### src/rtl/key_debounce.sv
// key_debounce
//   Turns a raw, bouncy, asynchronous key pin into a clean clk-synchronous
//   pressed level plus a separate long-press level.
//
//   Ports
//     clk        system clock, all state updates on the rising edge
//     rst        asynchronous active-high reset
//     key_in     raw key pin (asynchronous)
//     key_level  debounced pressed level, 1 = pressed (registered)
//     key_hold   long-press level, 1 = held >= LONG_CYCLES (registered)
module key_debounce #(
  parameter int SYNC_STAGES     = 2,
  parameter int DEBOUNCE_CYCLES = 1000000,
  parameter int LONG_CYCLES     = 200000000,
  parameter int ACTIVE_LOW      = 1,
  parameter int CNT_WIDTH       = 28
) (
  input  logic clk,
  input  logic rst,
  input  logic key_in,
  output logic key_level,
  output logic key_hold
);

  // Synchronizer reset value is the released pin level, so a key held
  // through reset shows up as a fresh press once reset lifts.
  localparam logic                 REL_LVL   = (ACTIVE_LOW != 0);
  localparam logic                 DEB_ONE   = (DEBOUNCE_CYCLES == 1);
  localparam logic                 HOLD_EN   = (LONG_CYCLES != 0);
  localparam logic [CNT_WIDTH-1:0] DEB_LAST  = CNT_WIDTH'(DEBOUNCE_CYCLES - 1);
  localparam logic [CNT_WIDTH-1:0] HOLD_LAST = CNT_WIDTH'((LONG_CYCLES > 0) ? LONG_CYCLES - 1 : 0);
  localparam logic [CNT_WIDTH-1:0] CNT_MAX   = {CNT_WIDTH{1'b1}};

  typedef enum logic [2:0] {
    IDLE, PRESS_WAIT, PRESSED, HOLD, RELEASE_WAIT
  } state_t;

  logic [SYNC_STAGES-1:0] sync_q;
  logic                   pressed;

  state_t                 state_q, state_d;
  logic [CNT_WIDTH-1:0]   deb_q, deb_d;
  logic [CNT_WIDTH-1:0]   hold_q, hold_d;
  logic                   ret_hold_q, ret_hold_d;   // 1: release bounce returns to HOLD
  logic                   level_d, khold_d;

  always_ff @(posedge clk or posedge rst) begin
    if (rst) sync_q <= {SYNC_STAGES{REL_LVL}};
    else     sync_q <= {sync_q[SYNC_STAGES-2:0], key_in};
  end

  assign pressed = sync_q[SYNC_STAGES-1] ^ REL_LVL;

  always_ff @(posedge clk or posedge rst) begin
    if (rst) begin
      state_q    <= IDLE;
      deb_q      <= '0;
      hold_q     <= '0;
      ret_hold_q <= 1'b0;
      key_level  <= 1'b0;
      key_hold   <= 1'b0;
    end else begin
      state_q    <= state_d;
      deb_q      <= deb_d;
      hold_q     <= hold_d;
      ret_hold_q <= ret_hold_d;
      key_level  <= level_d;
      key_hold   <= khold_d;
    end
  end

  always_comb begin
    state_d    = state_q;
    deb_d      = deb_q;
    hold_d     = hold_q;
    ret_hold_d = ret_hold_q;
    level_d    = key_level;
    khold_d    = key_hold;
    case (state_q)
      IDLE: begin
        if (pressed) begin
          if (DEB_ONE) begin
            state_d = PRESSED;
            level_d = 1'b1;
            hold_d  = '0;
            deb_d   = '0;
          end else begin
            state_d = PRESS_WAIT;
            deb_d   = CNT_WIDTH'(1);
          end
        end
      end
      PRESS_WAIT: begin
        if (!pressed) begin
          state_d = IDLE;
          deb_d   = '0;
        end else if (deb_q == DEB_LAST) begin
          state_d = PRESSED;
          level_d = 1'b1;
          hold_d  = '0;
          deb_d   = '0;
        end else begin
          deb_d = deb_q + 1'b1;
        end
      end
      PRESSED, HOLD: begin
        if (!pressed) begin
          // Release debounce; hold_cnt is frozen until we come back.
          if (DEB_ONE) begin
            state_d = IDLE;
            level_d = 1'b0;
            khold_d = 1'b0;
            deb_d   = '0;
          end else begin
            state_d    = RELEASE_WAIT;
            deb_d      = CNT_WIDTH'(1);
            ret_hold_d = (state_q == HOLD);
          end
        end else if (state_q == PRESSED) begin
          if (HOLD_EN && hold_q == HOLD_LAST) begin
            state_d = HOLD;
            khold_d = 1'b1;
          end else if (hold_q != CNT_MAX) begin
            hold_d = hold_q + 1'b1;
          end
        end
      end
      RELEASE_WAIT: begin
        if (pressed) begin
          state_d = ret_hold_q ? HOLD : PRESSED;
          deb_d   = '0;
        end else if (deb_q == DEB_LAST) begin
          state_d = IDLE;
          level_d = 1'b0;
          khold_d = 1'b0;
          deb_d   = '0;
        end else begin
          deb_d = deb_q + 1'b1;
        end
      end
      default: state_d = IDLE;
    endcase
  end

endmodule

### config.mk
export PLATFORM = sky130hd
export DESIGN_NAME = key_debounce
export DESIGN_NICKNAME = d
export VERILOG_FILES = /design/src/rtl/key_debounce.sv
export SDC_FILE = /design/constraint.sdc
export NUM_CORES = 1
export LEC_CHECK = 0
export ABC_CLOCK_PERIOD_IN_PS = 2350
export BUFFER_PORTS_ARGS = -buffer_cell sky130_fd_sc_hd__clkbuf_2
export CAP_MARGIN = 15
export CORE_UTILIZATION = 30
export DETAILED_ROUTE_END_ITERATION = 16
export PLACE_DENSITY_LB_ADDON = 0.12
export RECOVER_POWER = 25
export SYNTH_ARGS = -nofsm -noshare
export SYNTH_HDL_FRONTEND = slang
export SYNTH_SLANG_ARGS = --single-unit
export TNS_END_PERCENT = 5
### constraint.sdc
create_clock -name clk -period 2.35 [get_ports clk]
set_input_delay 0 -clock clk [delete_from_list [all_inputs] [get_ports clk]]
set_output_delay 0 -clock clk [all_outputs]
set_load 0.005 [all_outputs]
==> results.json <==
{
  "clockBufferDepth": 2,
  "finalPower_uw": 2590,
  "rows": 40,
  "critPathRequiredTime_ps": 2570,
  "rsz0062_at_grt": "no",
  "endpoint_kind": "flop",
  "power_density_nw_per_um2": 583,
  "critPathMaxStageDelay_ps": 420,
  "period_share_pct": 89.4,
  "drtIter0Drc": 193,
  "ys.flop_type": "dfrtp_1",
  "area_growth_syn_to_layout_pct": 15.7,
  "cts.repair.resized": 0,
  "synth.top_cell.area_share_pct": 40.4,
  "setup_viol": 0,
  "syn_area_sq_um": 3840,
  "start_util_pct": 31.3,
  "max-vdd-ir-drop_mv": 0.338,
  "multi_input_area_sq_um": 2060,
  "path_cells": "ha_1 -> and3_1 -> and4_1 -> a31oi_1 -> o311ai_4 -> buf_12 -> nor2_1",
  "finalNetCount": 440,
  "final_util_pct": 36.2,
  "cts-htree-levels": 3,
  "drv_cap": 1,
  "finalCriticalPeriod_ps": 2100,
  "ant_nets": 0,
  "finalHoldViolCount": 0,
  "r2r_cells": 7,
  "path_max_fanout": 18,
  "grt_max_degree": 38,
  "run_status": "finished with violations",
  "drcViolationCount": 0,
  "worst_clock_skew_ps": 6.01,
  "fillCellCount": 1255,
  "path_clk_slew_ps": 50,
  "seqCellArea_sq_um": 1600,
  "cts.sinks": 64,
  "setup_ws_ps": 249,
  "die_area_sq_um": 13300,
  "grt_pass1_wl_mm": 16.7,
  "ys_seq_area_share_pct": 41.8,
  "die_h_um": 115,
  "grt-ovfl-total": 0,
  "layout-drive-gt1-share_pct": 13.0,
  "fp.dieW_um": 115,
  "start_kind": "flop",
  "place_area_sq_um": 4120,
  "track_usage_pct": 16.4,
  "synthCells": 420,
  "cts_root_buf": "clkbuf_16",
  "worstHoldPathType": "in -> reg",
  "violations": "capacitance limit",
  "synth_warnings": 0,
  "worst-endpoint-arrival_ps": 2330,
  "pre_cts_ws_ps": 253,
  "core_sq_um": 12300,
  "port_buffers": 4,
  "cts_tree": "yes",
  "numCtsBuffers": 9,
  "synth-seq-cells": 64,
  "place.gp.congestion": 0.751,
  "synth_top_area_cell": "dfrtp_1",
  "dr_total_vias": 3242,
  "whs_path_depth": 2,
  "slew_violations": 0,
  "wl_mm": 9.43,
  "synth.area.top_cells": "dfrtp_1 (40%), a31oi_1 (4.6%), nor2_1 (4.1%), nand3_1 (4.0%), xor2_1 (3.9%)",
  "setup_tns_ps": 0,
  "dpl.hpwl_mm": 6.56,
  "tightest_slew_ps": 1470,
  "synth_cell_types": 57,
  "crit_cells": 7,
  "syn-num-nets": 425,
  "first_pass_iters": 5,
  "async_flop_share_pct": 100,
  "cp_top_family": "simple AND/OR/NAND/NOR gates",
  "viasPerCell": 5.33,
  "critPathKind": "reg -> reg",
  "maxSlewHeadroom_pct": 1.77,
  "fmax_ghz": 0.476,
  "clock_latency_ps": 340,
  "worst_path_max_delay_cell": "and4_1",
  "wl_per_cell_um": 15.5,
  "antennaDiodeCount": 0,
  "avgSynthCellArea_sq_um": 9.14,
  "leakagePower_uw": 0.00183,
  "synth_edf_count": 0,
  "cp_num_buf_inv": 1,
  "antenna_found_initial": 0,
  "stdcell_area_sq_um": 4440,
  "grt_pass1_vias": 3288,
  "io-pin-count": 5
}
[layout by cell type, fill, tap and decap left out, types with 6 or more instances in the layout]
master | netlist | routed
o21ai_0 | 21 | 21
mux2i_1 | 12 | 12
and4_1 | 8 | 8
dfrtp_1 | 62 | 62
and3_1 | 12 | 12
nand2_1 | 37 | 37
nand2b_1 | 10 | 10
nor4_1 | 6 | 6
nand4_1 | 16 | 16
clkbuf_16 | 0 | 9
buf_4 | 5 | 18
inv_1 | 13 | 13
nor2_1 | 42 | 42
nand3_1 | 31 | 31
a31oi_1 | 28 | 28
a21oi_1 | 8 | 8
xor2_1 | 17 | 17
nor3_1 | 12 | 12
[cells in the mapped netlist (2+ instances only)]
library cell and count:
xor2_1 17, a21oi_1 8, o21ai_1 3, a41oi_1 2, a21o_1 2, a31oi_1 28
o21a_1 4, ha_1 2, or3_1 2, inv_1 13, nor2_1 42, nand3b_1 3
nand2b_1 10, and3_1 12, a2bb2oi_1 2, nor4b_1 2, mux2i_1 12, xnor2_1 3
nor4_1 6, a22o_1 4, nor4b_2 2, nor3_1 12, nand3_1 31, and4_1 8
buf_6 2, o21ai_0 21, dfstp_2 2, buf_4 5, dfrtp_1 62, or2_2 2
buf_2 5, nand2_1 37, nand3_2 2, clkbuf_1 10, nand4_1 16, a2111oi_4 2
and2_1 4
[layer usage]
layer,vias to the layer above,global-route usage (%),share of wire [%]
met5,-,0,0
met3,10,4.11,2.8
met1,1613,20.6,47
met4,0,7.01,1.5
met2,40,26.9,48
li1,1579,-,-
[final timing paths]
kind                                       from                     end  slack (ps)
min in group asynchronous                   rst  hold_q[26]$_DFFE_PP0P_         640
hold reg to reg             sync_q[0]$_DFF_PP1_     sync_q[1]$_DFF_PP1_         360
setup / recovery           deb_q[1]$_DFFE_PP0P_    deb_q[9]$_DFFE_PP0P_         250
max in group asynchronous                   rst    deb_q[3]$_DFFE_PP0P_         750
hold / removal                           key_in     sync_q[0]$_DFF_PP1_         310
setup reg to reg           deb_q[1]$_DFFE_PP0P_    deb_q[9]$_DFFE_PP0P_         250
[layout make-up]
class	instances	share of cell area, %
Tap cell	168	4.73
Multi-Input combinational cell	321	46.5
Sequential cell	64	36.1
Clock buffer	13	5.86
Clock inverter	3	0.901
Timing Repair Buffer	26	4.85
Inverter	13	1.10
[sequential cells by signal, summed over array words and instances, names as in the netlist]
name        count
deb_q          28
hold_q         28
state_q         3
sync_q          2
key_hold        1
key_level       1
ret_hold_q      1
[where the power goes]
| group | switching [uW] | total, uW | internal [uW] |
|---|---|---|---|
| clock | 490 | 1370 | 876 |
| sequential | 11.2 | 1120 | 1110 |
| combinational | 62.0 | 97.8 | 35.7 |
[what timing repair did]
item,in CTS,in global routing
endpoints found under the hold margin,34,0
setup buffers,0,0
hold buffers,2,0
[logic make-up (layout without fill, tap and decap cells)]
| logic type | count (synthesis) | count (layout) | share of synthesized area [%] |
|---|---|---|---|
| xor gates and xnor gates | 20 | 20 | 4.56 |
| DFF | 64 | 64 | 41.8 |
| buffers and inverters | 35 | 55 | 4.47 |
| adders and majority gates | 2 | 2 | 0.652 |
| AOI/OAI and AO/OA | 89 | 89 | 17.3 |
| muxes | 13 | 13 | 3.42 |
| and+or+nand+nor | 197 | 197 | 27.8 |
[per-stage QoR]
stage          instances  hold WS [ps]
2_1_floorplan        420          4.48
3_3_place_gp         590          90.5
3_5_place_dp         590          89.5
4_1_cts              608           293
5_1_grt              608           313
6_report             608           306
[worst reg2reg max path, stage by stage, from the launching register on]
cell,delay (ps)
dfrtp_1,400
ha_1,230
and3_1,230
and4_1,420
a31oi_1,190
o311ai_4,280
buf_12,190
nor2_1,60
Note: power is estimated with default switching activity, not from simulation.
